## src/rtl/lcd_power_sequencer.sv

```systemverilog
// Purpose: sequences LCD bring-up (timing gen -> DISP -> backlight) and the reverse tear-down, with a vsync watchdog.
// Latency: all outputs registered; step delays are T_PWR_CYC clocks or N_FRAMES_* vsync rising edges.
// Backpressure: none; pwr_req is a level and is ignored until an in-progress power-down completes.
// Optional: define LCD_PWR_FRAME_CNT_EN to add a 16-bit saturating frame counter that runs while ON.
module lcd_power_sequencer #(
    parameter int T_PWR_CYC     = 1000,
    parameter int N_FRAMES_DISP = 2,
    parameter int N_FRAMES_BL   = 4,
    parameter int VS_TIMEOUT    = 200000,
    parameter int CNT_W         = 20
) (
    input  logic        vga_clk,
    input  logic        rst,
    input  logic        pwr_req,
    input  logic        vs,
    output logic        tg_en,
    output logic        lcd_disp,
    output logic        bl_en,
    output logic        busy,
    output logic        fault,
    output logic [3:0]  state
`ifdef LCD_PWR_FRAME_CNT_EN
    ,
    output logic [15:0] frame_cnt
`endif
);

    localparam int FRM_MAX = (N_FRAMES_DISP > N_FRAMES_BL) ? N_FRAMES_DISP : N_FRAMES_BL;
    localparam int FRM_W   = $clog2(FRM_MAX + 1);

    typedef enum logic [3:0] {
        S_OFF       = 4'd0,
        S_PWR_WAIT  = 4'd1,
        S_TG_WAIT   = 4'd2,
        S_DISP_WAIT = 4'd3,
        S_ON        = 4'd4,
        S_BL_OFF    = 4'd5,
        S_DISP_OFF  = 4'd6,
        S_TG_OFF    = 4'd7,
        S_FAULT     = 4'd8
    } state_e;

    state_e             state_q, state_d;
    logic [CNT_W-1:0]   cyc_cnt_q, cyc_cnt_d;
    logic [FRM_W-1:0]   frm_cnt_q, frm_cnt_d;
    logic               vs_q;
    logic               tg_en_q, lcd_disp_q, bl_en_q, busy_q, fault_q;
    logic               vs_rise;
    logic               frame_state;
    logic               wd_expired;
    logic               cyc_done;
    logic               disp_frames_done;
    logic               bl_frames_done;
`ifdef LCD_PWR_FRAME_CNT_EN
    logic [15:0]        frame_cnt_q, frame_cnt_d;
`endif

    assign vs_rise          = vs & ~vs_q;
    assign frame_state      = (state_q == S_TG_WAIT) || (state_q == S_DISP_WAIT) ||
                              (state_q == S_BL_OFF)  || (state_q == S_DISP_OFF);
    assign wd_expired       = frame_state && (cyc_cnt_q == CNT_W'(VS_TIMEOUT - 1));
    assign cyc_done         = (cyc_cnt_q == CNT_W'(T_PWR_CYC - 1));
    assign disp_frames_done = vs_rise && (frm_cnt_q == FRM_W'(N_FRAMES_DISP - 1));
    assign bl_frames_done   = vs_rise && (frm_cnt_q == FRM_W'(N_FRAMES_BL - 1));

    // Next state and counters; watchdog expiry outranks pwr_req and frame ticks.
    always_comb begin
        state_d   = state_q;
        cyc_cnt_d = cyc_cnt_q;
        frm_cnt_d = frm_cnt_q;
        case (state_q)
            S_OFF:       if (pwr_req) state_d = S_PWR_WAIT;
            S_PWR_WAIT:  if (!pwr_req) state_d = S_OFF;
                         else if (cyc_done) state_d = S_TG_WAIT;
            S_TG_WAIT:   if (wd_expired) state_d = S_FAULT;
                         else if (!pwr_req) state_d = S_DISP_OFF;
                         else if (disp_frames_done) state_d = S_DISP_WAIT;
            S_DISP_WAIT: if (wd_expired) state_d = S_FAULT;
                         else if (!pwr_req) state_d = S_BL_OFF;
                         else if (bl_frames_done) state_d = S_ON;
            S_ON:        if (!pwr_req) state_d = S_BL_OFF;
            S_BL_OFF:    if (wd_expired) state_d = S_FAULT;
                         else if (bl_frames_done) state_d = S_DISP_OFF;
            S_DISP_OFF:  if (wd_expired) state_d = S_FAULT;
                         else if (disp_frames_done) state_d = S_TG_OFF;
            S_TG_OFF:    if (cyc_done) state_d = S_OFF;
            S_FAULT:     if (!pwr_req) state_d = S_OFF;
            default:     state_d = S_OFF;
        endcase

        // A tick landing on the entry edge is swallowed by the entry clear.
        if (state_d != state_q) begin
            cyc_cnt_d = '0;
            frm_cnt_d = '0;
        end else if (vs_rise) begin
            cyc_cnt_d = '0;
            if (frame_state) frm_cnt_d = frm_cnt_q + 1'b1;
        end else if (frame_state || (state_q == S_PWR_WAIT) || (state_q == S_TG_OFF)) begin
            cyc_cnt_d = cyc_cnt_q + 1'b1;
        end
    end

`ifdef LCD_PWR_FRAME_CNT_EN
    // Frames seen while ON, restarted on every ON entry and held at all-ones.
    always_comb begin
        frame_cnt_d = frame_cnt_q;
        if (state_d == S_ON && state_q != S_ON)
            frame_cnt_d = '0;
        else if (state_q == S_ON && vs_rise && frame_cnt_q != 16'hFFFF)
            frame_cnt_d = frame_cnt_q + 16'd1;
    end
`endif

    // State, counters and outputs decoded from the next state so enables move on the transition edge.
    always_ff @(posedge vga_clk) begin
        if (rst) begin
            state_q    <= S_OFF;
            cyc_cnt_q  <= '0;
            frm_cnt_q  <= '0;
            vs_q       <= 1'b1;
            tg_en_q    <= 1'b0;
            lcd_disp_q <= 1'b0;
            bl_en_q    <= 1'b0;
            busy_q     <= 1'b0;
            fault_q    <= 1'b0;
`ifdef LCD_PWR_FRAME_CNT_EN
            frame_cnt_q <= '0;
`endif
        end else begin
            state_q    <= state_d;
            cyc_cnt_q  <= cyc_cnt_d;
            frm_cnt_q  <= frm_cnt_d;
            vs_q       <= vs;
            tg_en_q    <= state_d inside {S_TG_WAIT, S_DISP_WAIT, S_ON, S_BL_OFF, S_DISP_OFF};
            lcd_disp_q <= state_d inside {S_DISP_WAIT, S_ON, S_BL_OFF};
            bl_en_q    <= (state_d == S_ON);
            busy_q     <= !(state_d inside {S_OFF, S_ON, S_FAULT});
            fault_q    <= (state_d == S_FAULT);
`ifdef LCD_PWR_FRAME_CNT_EN
            frame_cnt_q <= frame_cnt_d;
`endif
        end
    end

    assign tg_en    = tg_en_q;
    assign lcd_disp = lcd_disp_q;
    assign bl_en    = bl_en_q;
    assign busy     = busy_q;
    assign fault    = fault_q;
    assign state    = state_q;
`ifdef LCD_PWR_FRAME_CNT_EN
    assign frame_cnt = frame_cnt_q;
`endif

endmodule

```

## config.mk

```make
export PLATFORM = sky130hd
export DESIGN_NAME = lcd_power_sequencer
export DESIGN_NICKNAME = d
export VERILOG_FILES = /design/src/rtl/lcd_power_sequencer.sv
export SDC_FILE = /design/constraint.sdc
export NUM_CORES = 1
export LEC_CHECK = 0
export CORE_MARGIN = 2
export CORE_UTILIZATION = 50
export DETAILED_ROUTE_END_ITERATION = 8
export GPL_ROUTABILITY_DRIVEN = 0
export GPL_TIMING_DRIVEN = 1
export PLACE_DENSITY = 0.69
export SYNTH_ARGS = -nofsm -noshare
export SYNTH_HDL_FRONTEND = slang
export SYNTH_SLANG_ARGS = --single-unit
export TNS_END_PERCENT = 20
```

## constraint.sdc

```tcl
create_clock -name vga_clk -period 2.3 [get_ports vga_clk]
set_input_delay 0.345 -clock vga_clk [delete_from_list [all_inputs] [get_ports vga_clk]]
set_output_delay 0.345 -clock vga_clk [all_outputs]
set_load 0.005 [all_outputs]
```

=== Word level (Yosys, flattened, before mapping) ===
Index checks and enable logic that the tools add are counted.

* Register bits after elaboration: 33
* Input port bits: 4
* Output and inout port bits: 9

* Add/subtract/negate cells: 2
* Equality and inequality tests: 19
* Mux-type cells: 17
* Bitwise operators: 2
* Reduce and logical (&&, ||, !) cells: 17

{| class="wikitable"
|+ Operators by type and width
! operator !! count
|-
| $mux 4 || 16
|-
| $pmux 4 s9 || 1
|-
| $eq 4x3->1 const B || 7
|-
| $add 20x1->20 const B || 1
|-
| $eq 20x10->1 const B || 1
|-
| $eq 20x18->1 const B || 1
|-
| $eq 4x2->1 const B || 4
|-
| $eq 4x4->1 const B || 2
|-
| $logic_not 4->1 || 2
|-
| $reduce_bool 3->1 || 2
|-
| $logic_or 1x1->1 || 5
|-
| $reduce_bool 5->1 || 1
|-
| $eq 4x1->1 const B || 1
|-
| $ne 4x4->1 || 1
|-
| $add 3x1->3 const B || 1
|-
| $eq 3x1->1 const B || 1
|-
| $eq 3x2->1 const B || 1
|-
| $logic_and 1x1->1 || 3
|-
| $reduce_or 3->1 || 1
|-
| $reduce_and 2->1 || 1
|-
| $reduce_or 2->1 || 1
|-
| $and 1x1->1 || 1
|-
| $logic_not 1->1 || 1
|-
| $not 1->1 || 1
|}

=== Depth between registers and ports, before layout ===
* Word-level depth: 10
* Depth in mapped cells: 9
* Gate-level depth less buffers: 8

=== Worst setup path after synthesis ===
OpenSTA, ideal clock, no wires.

* Kind: register -> register
* From: reg frm_cnt_q[0]
* To: reg cyc_cnt_q[15]
* Arrival time: 1.786 ns
* Data required time: 2.156 ns
* Setup slack: 0.370 ns
* Cell stages (with the launch flop): 10
* Buffers on the path: 1
* Period minus slack after synthesis: 1.930 ns
* Cell sequence: dfxtp_1 -> ha_1 -> ha_1 -> and3b_1 -> o2bb2ai_1 -> nand2_1 -> a21boi_4 -> a2bb2oi_4 -> buf_6 -> nor4_2

* Cells in the longest elaborated chain, start to end: 8
* Elaborated cells on any way between the ends: 17
* Those cells by class: eq/ne (3); mux (11); reduce/logical (3)

{| class="wikitable"
|+ RTL lines
! what !! line !! source
|-
| start: declaration || 45 || <nowiki>logic [FRM_W-1:0] frm_cnt_q, frm_cnt_d;</nowiki>
|-
| start signal: assignment || 132 || <nowiki>frm_cnt_q <= frm_cnt_d;</nowiki>
|-
| $eq 3x2->1 / $eq 3x1->1 (equally long branches) || 64, 63 ||
|-
| $logic_and 1x1->1, on equally long branches || 64, 63 ||
|-
| $mux 4, on equally long branches || 80, 77 ||
|-
| $mux 4, on equally long branches || 79, 76 ||
|-
| $mux 4, on equally long branches || 78, 75 ||
|-
| $pmux 4 s9 * || 71 || <nowiki>case (state_q)</nowiki>
|-
| $ne 4x4->1 * || 92 || <nowiki>if (state_d != state_q) begin</nowiki>
|-
| $reduce_or 3->1 (no line) * || - ||
|-
| end signal: assignment || 131 || <nowiki>cyc_cnt_q <= cyc_cnt_d;</nowiki>
|-
| end: declaration || 44 || <nowiki>logic [CNT_W-1:0] cyc_cnt_q, cyc_cnt_d;</nowiki>
|}

Every way passes the cells marked *; elsewhere a longest branch is shown, timed or not.
A chain may end at the register's enable or synchronous reset.

=== Final worst setup path ===
* From: reg state_q[2] (netlist: state[2])
* To: reg cyc_cnt_q[4]

* Cells in the longest elaborated chain, start to end: 9
* Elaborated cells on any way between the ends: 34
* Those cells by class: eq/ne (9); mux (17); reduce/logical (8)

{| class="wikitable"
|+ RTL lines
! what !! line !! source
|-
| start: declaration || 43 || <nowiki>state_e state_q, state_d;</nowiki>
|-
| start signal: assignment || 130 || <nowiki>state_q <= state_d;</nowiki>
|-
| $eq 4x2->1 || 59, 71 ||
|-
| $logic_or 1x1->1 (2 in series) || 59 || <nowiki>assign frame_state = (state_q == S_TG_WAIT) || (state_q == S_DISP_WAIT) ||</nowiki>
|-
| $logic_or 1x1->1 || 60 || <nowiki>(state_q == S_BL_OFF) || (state_q == S_DISP_OFF);</nowiki>
|-
| $logic_and 1x1->1 || 61 || <nowiki>assign wd_expired = frame_state && (cyc_cnt_q == CNT_W'(VS_TIMEOUT - 1));</nowiki>
|-
| $mux 4, on equally long branches || - ||
|-
| $pmux 4 s9 || 71 ||
|-
| $ne 4x4->1 || 92 ||
|-
| $reduce_or 3->1 (no line) || - ||
|}

Parallel ways exist; a longest one is shown, timed or not.

==> run metrics <==
per-instance average area after synthesis 9.788 µm²; outcome finished, final reports clean; post-route ant nets 0; # clock sinks 33; final non-filler cell total 289; class of the tightest hold or removal check reg2reg; Hold Path Stages 2; data arrival time at the worst-slack endpoint 2.33 ns; fill cell instance count of the final layout 378; maximum buffer depth of the clock tree 2; count of buffers inserted at the top-level ports 12; clock buffer count from CTS 5; async set-or-reset flop fraction in the synthesized netlist 0%; post-synthesis cell count 215; count of flip-flops with a built-in enable after synthesis 0; GR Overflow Total 0; number of nets in the finished design 246; area of the die 4744 µm²; maximum capacitance violations 0; pin count of the biggest net entering global routing 24; proportion of layout cells with a drive suffix above 1 28.45%; Placement Rows 23; worst vdd rail ir drop 0.0004160 V; wire length reported by the detailed router 4212 µm; placed instance count 281; number of antenna violations at the first check in global routing 0; clock transition at the register clock pins on the worst setup and hold paths after CTS 0.07 ns; critical path capture point type register; Antenna Diode Count 0; worst r2r dst cyc_cnt_q[4]; pin slew with the least headroom to its limit 0.3970 ns; Die X-Extent 68.88 µm; kind of critical path reg2reg; Crit path required time 2.50 ns; hold-critical path endpoint frm_cnt_q[1]; power density normalized to cell area 451.1 nW/µm²; launching element type of the critical path register; count of routing violations after the opening detailed-route iteration 87; Initial Utilization 52.24%; final setup violation count 0; hold violation total from the final report 0; worst hold slack after final layout 0.5307 ns; total leakage power 0.8011 nW; number of global-route vias before repair 1,575; net count after synthesis 223; Hold Crit Start frm_cnt_q[1]; number of pins with negative max-slew slack in the final report 0; Root Buffer Master sky130_fd_sc_hd__clkbuf_8; core occupancy in the finished layout 60.34%; most used cells in the layout excluding fill and tap cells 32 x sky130_fd_sc_hd__dfxtp_1, 20 x sky130_fd_sc_hd__nor4_2, 17 x sky130_fd_sc_hd__buf_4; number of vias after detailed routing 1,642; final clock skew 0.009432 ns; final critical-path share of the clock period 92.63%; post-synthesis sequential element count 33; cell area after synthesis 2105 µm²; maximum level of the CTS H-tree 2; area of the placeable core 4029 µm²; drc violations 0; most common cell after layout, fill and taps aside sky130_fd_sc_hd__dfxtp_1; total area of multi-input combinational cells 1314 µm²; first-pass iteration count of the detailed router 4; DR vias/cell 5.682; sequential fraction of the synthesis area 31.39%; post-synth cell types 62; wire length of the first global-routing pass 7107 µm; TritonCTS clock tree yes; clock latency at the later pin of the worst-skew pair 0.29 ns; global router's overall resource usage 20.01%; achievable frequency 469.4 MHz; synthesis warning total 0; number of top-level design ports 13; Worst slew margin 73.33%; placed wire-length estimate after detailed placement 3060 µm; top fanout value on the critical path 10; launching point of the worst reg2reg path state[2]; slack of the worst reg-to-reg path 0.17 ns; final critical-path required period 2.130 ns; Most used DFF post-synth sky130_fd_sc_hd__dfxtp_1; detailed-route wire length per cell 14.57 µm; sum of negative setup slack 0 ns; flip-flop and latch area 661.9 µm²; Die Y 68.88 µm; CTS Hold Buffers Added 0; path depth of the worst reg2reg path 8; Area Overhead vs Synth 15.52%
==> synthesized netlist by cell type, drive strengths merged, types with 2 or more instances <==
cell type,instances,share of area (%)
ha,4,2.4
and2,3,0.95
a21oi,3,0.89
and4,2,0.95
buf,12,4.9
nand4,11,3.3
clkbuf,3,0.54
or2,2,0.71
nand2,15,2.7
xor2,16,6.7
o2bb2ai,2,0.83
xnor2,5,2.1
nor2,15,3.0
nor4b,2,1.1
dfxtp,33,31
and3,4,1.2
or3,2,0.59
a2111oi,2,0.95
o21ai,3,0.89
mux2i,2,0.95
inv,6,1.1
nand3,9,2.1
nor4,23,13
nor3,7,1.9
o21a,3,1.1
a31oi,2,0.59
nand2b,2,0.95
a211oi,2,1.2
==> repair_timing <==
item	CTS	global route
resized for setup	0	2
buffers inserted	0	0
endpoints found under the setup margin	0	4
==> worst max-delay path, cell delays in order (launching register included) <==
cell and delay [ns]:
sky130_fd_sc_hd__dfxtp_2 0.38, sky130_fd_sc_hd__buf_4 0.16, sky130_fd_sc_hd__or2_4 0.25, sky130_fd_sc_hd__a221oi_2 0.26, sky130_fd_sc_hd__a31oi_1 0.09, sky130_fd_sc_hd__a211oi_2 0.31
sky130_fd_sc_hd__o21ai_4 0.16, sky130_fd_sc_hd__buf_4 0.19, sky130_fd_sc_hd__nor4_2 0.25
==> layer usage <==
metal	global-route usage [%]	wire length (µm)
met5	0	0
met4	7.353	60
met3	3.896	114
met2	32.93	1962
met1	25.95	2075
==> final cells by class <==
cell class	count	area share, %
multi-input combinational	161	54.04
sequential	33	27.23
timing repair buffer	31	11.84
clock buffer	6	2.985
tap	50	2.573
inverter	6	0.9264
clock inverter	2	0.4117
==> logic make-up after synthesis <==
kind of cell / share of synthesized area [%]
xor gates and xnor gates: 8.739
buffers and inverters: 6.540
and+or+nand+nor: 35.32
muxes: 0.9513
DFF: 31.39
adders and majority gates: 2.378
AOI/OAI and AO/OA: 14.69
==> worst max path at each step <==
stage / from / endpoint / slack (ns) / cells after the start
finish: state[2] / cyc_cnt_q[4] / 0.17 / 8
global route: state[2] / cyc_cnt_q[19] / -0.007 / 8
CTS: state[2] / cyc_cnt_q[15] / 0.15 / 8
detailed placement: pwr_req / cyc_cnt_q[4] / -0.05 / 8
global placement: vs / frm_cnt_q[2] / -0.03 / 8
floorplan: frm_cnt_q[0] / cyc_cnt_q[15] / 0.37 / 9
==> through the flow <==
step / cell area, µm² / power, mW / setup slack, ns
6_report: 2431 / 1.097 / 0.1695
5_1_grt: 2431 / 1.133 / -0.006651
4_1_cts: 2422 / 1.102 / 0.1491
3_5_place_dp: 2340 / 0.6889 / -0.04530
3_3_place_gp: 2340 / 0.6884 / -0.03134
2_1_floorplan: 2105 / 0.6586 / 0.3702
==> flip-flops by register name (all words and copies together) (netlist names) <==
signal,flops
bl_en,1
busy,1
cyc_cnt_q,20
fault,1
frm_cnt_q,3
lcd_disp,1
state,4
tg_en,1
vs_q,1
==> power by group <==
group | switching, mW | internal (mW)
Sequential | 0.00407 | 0.575
Combinational | 0.0567 | 0.0414
Clock | 0.210 | 0.209
Total | 0.271 | 0.826
(Power assumes the default switching activity.)
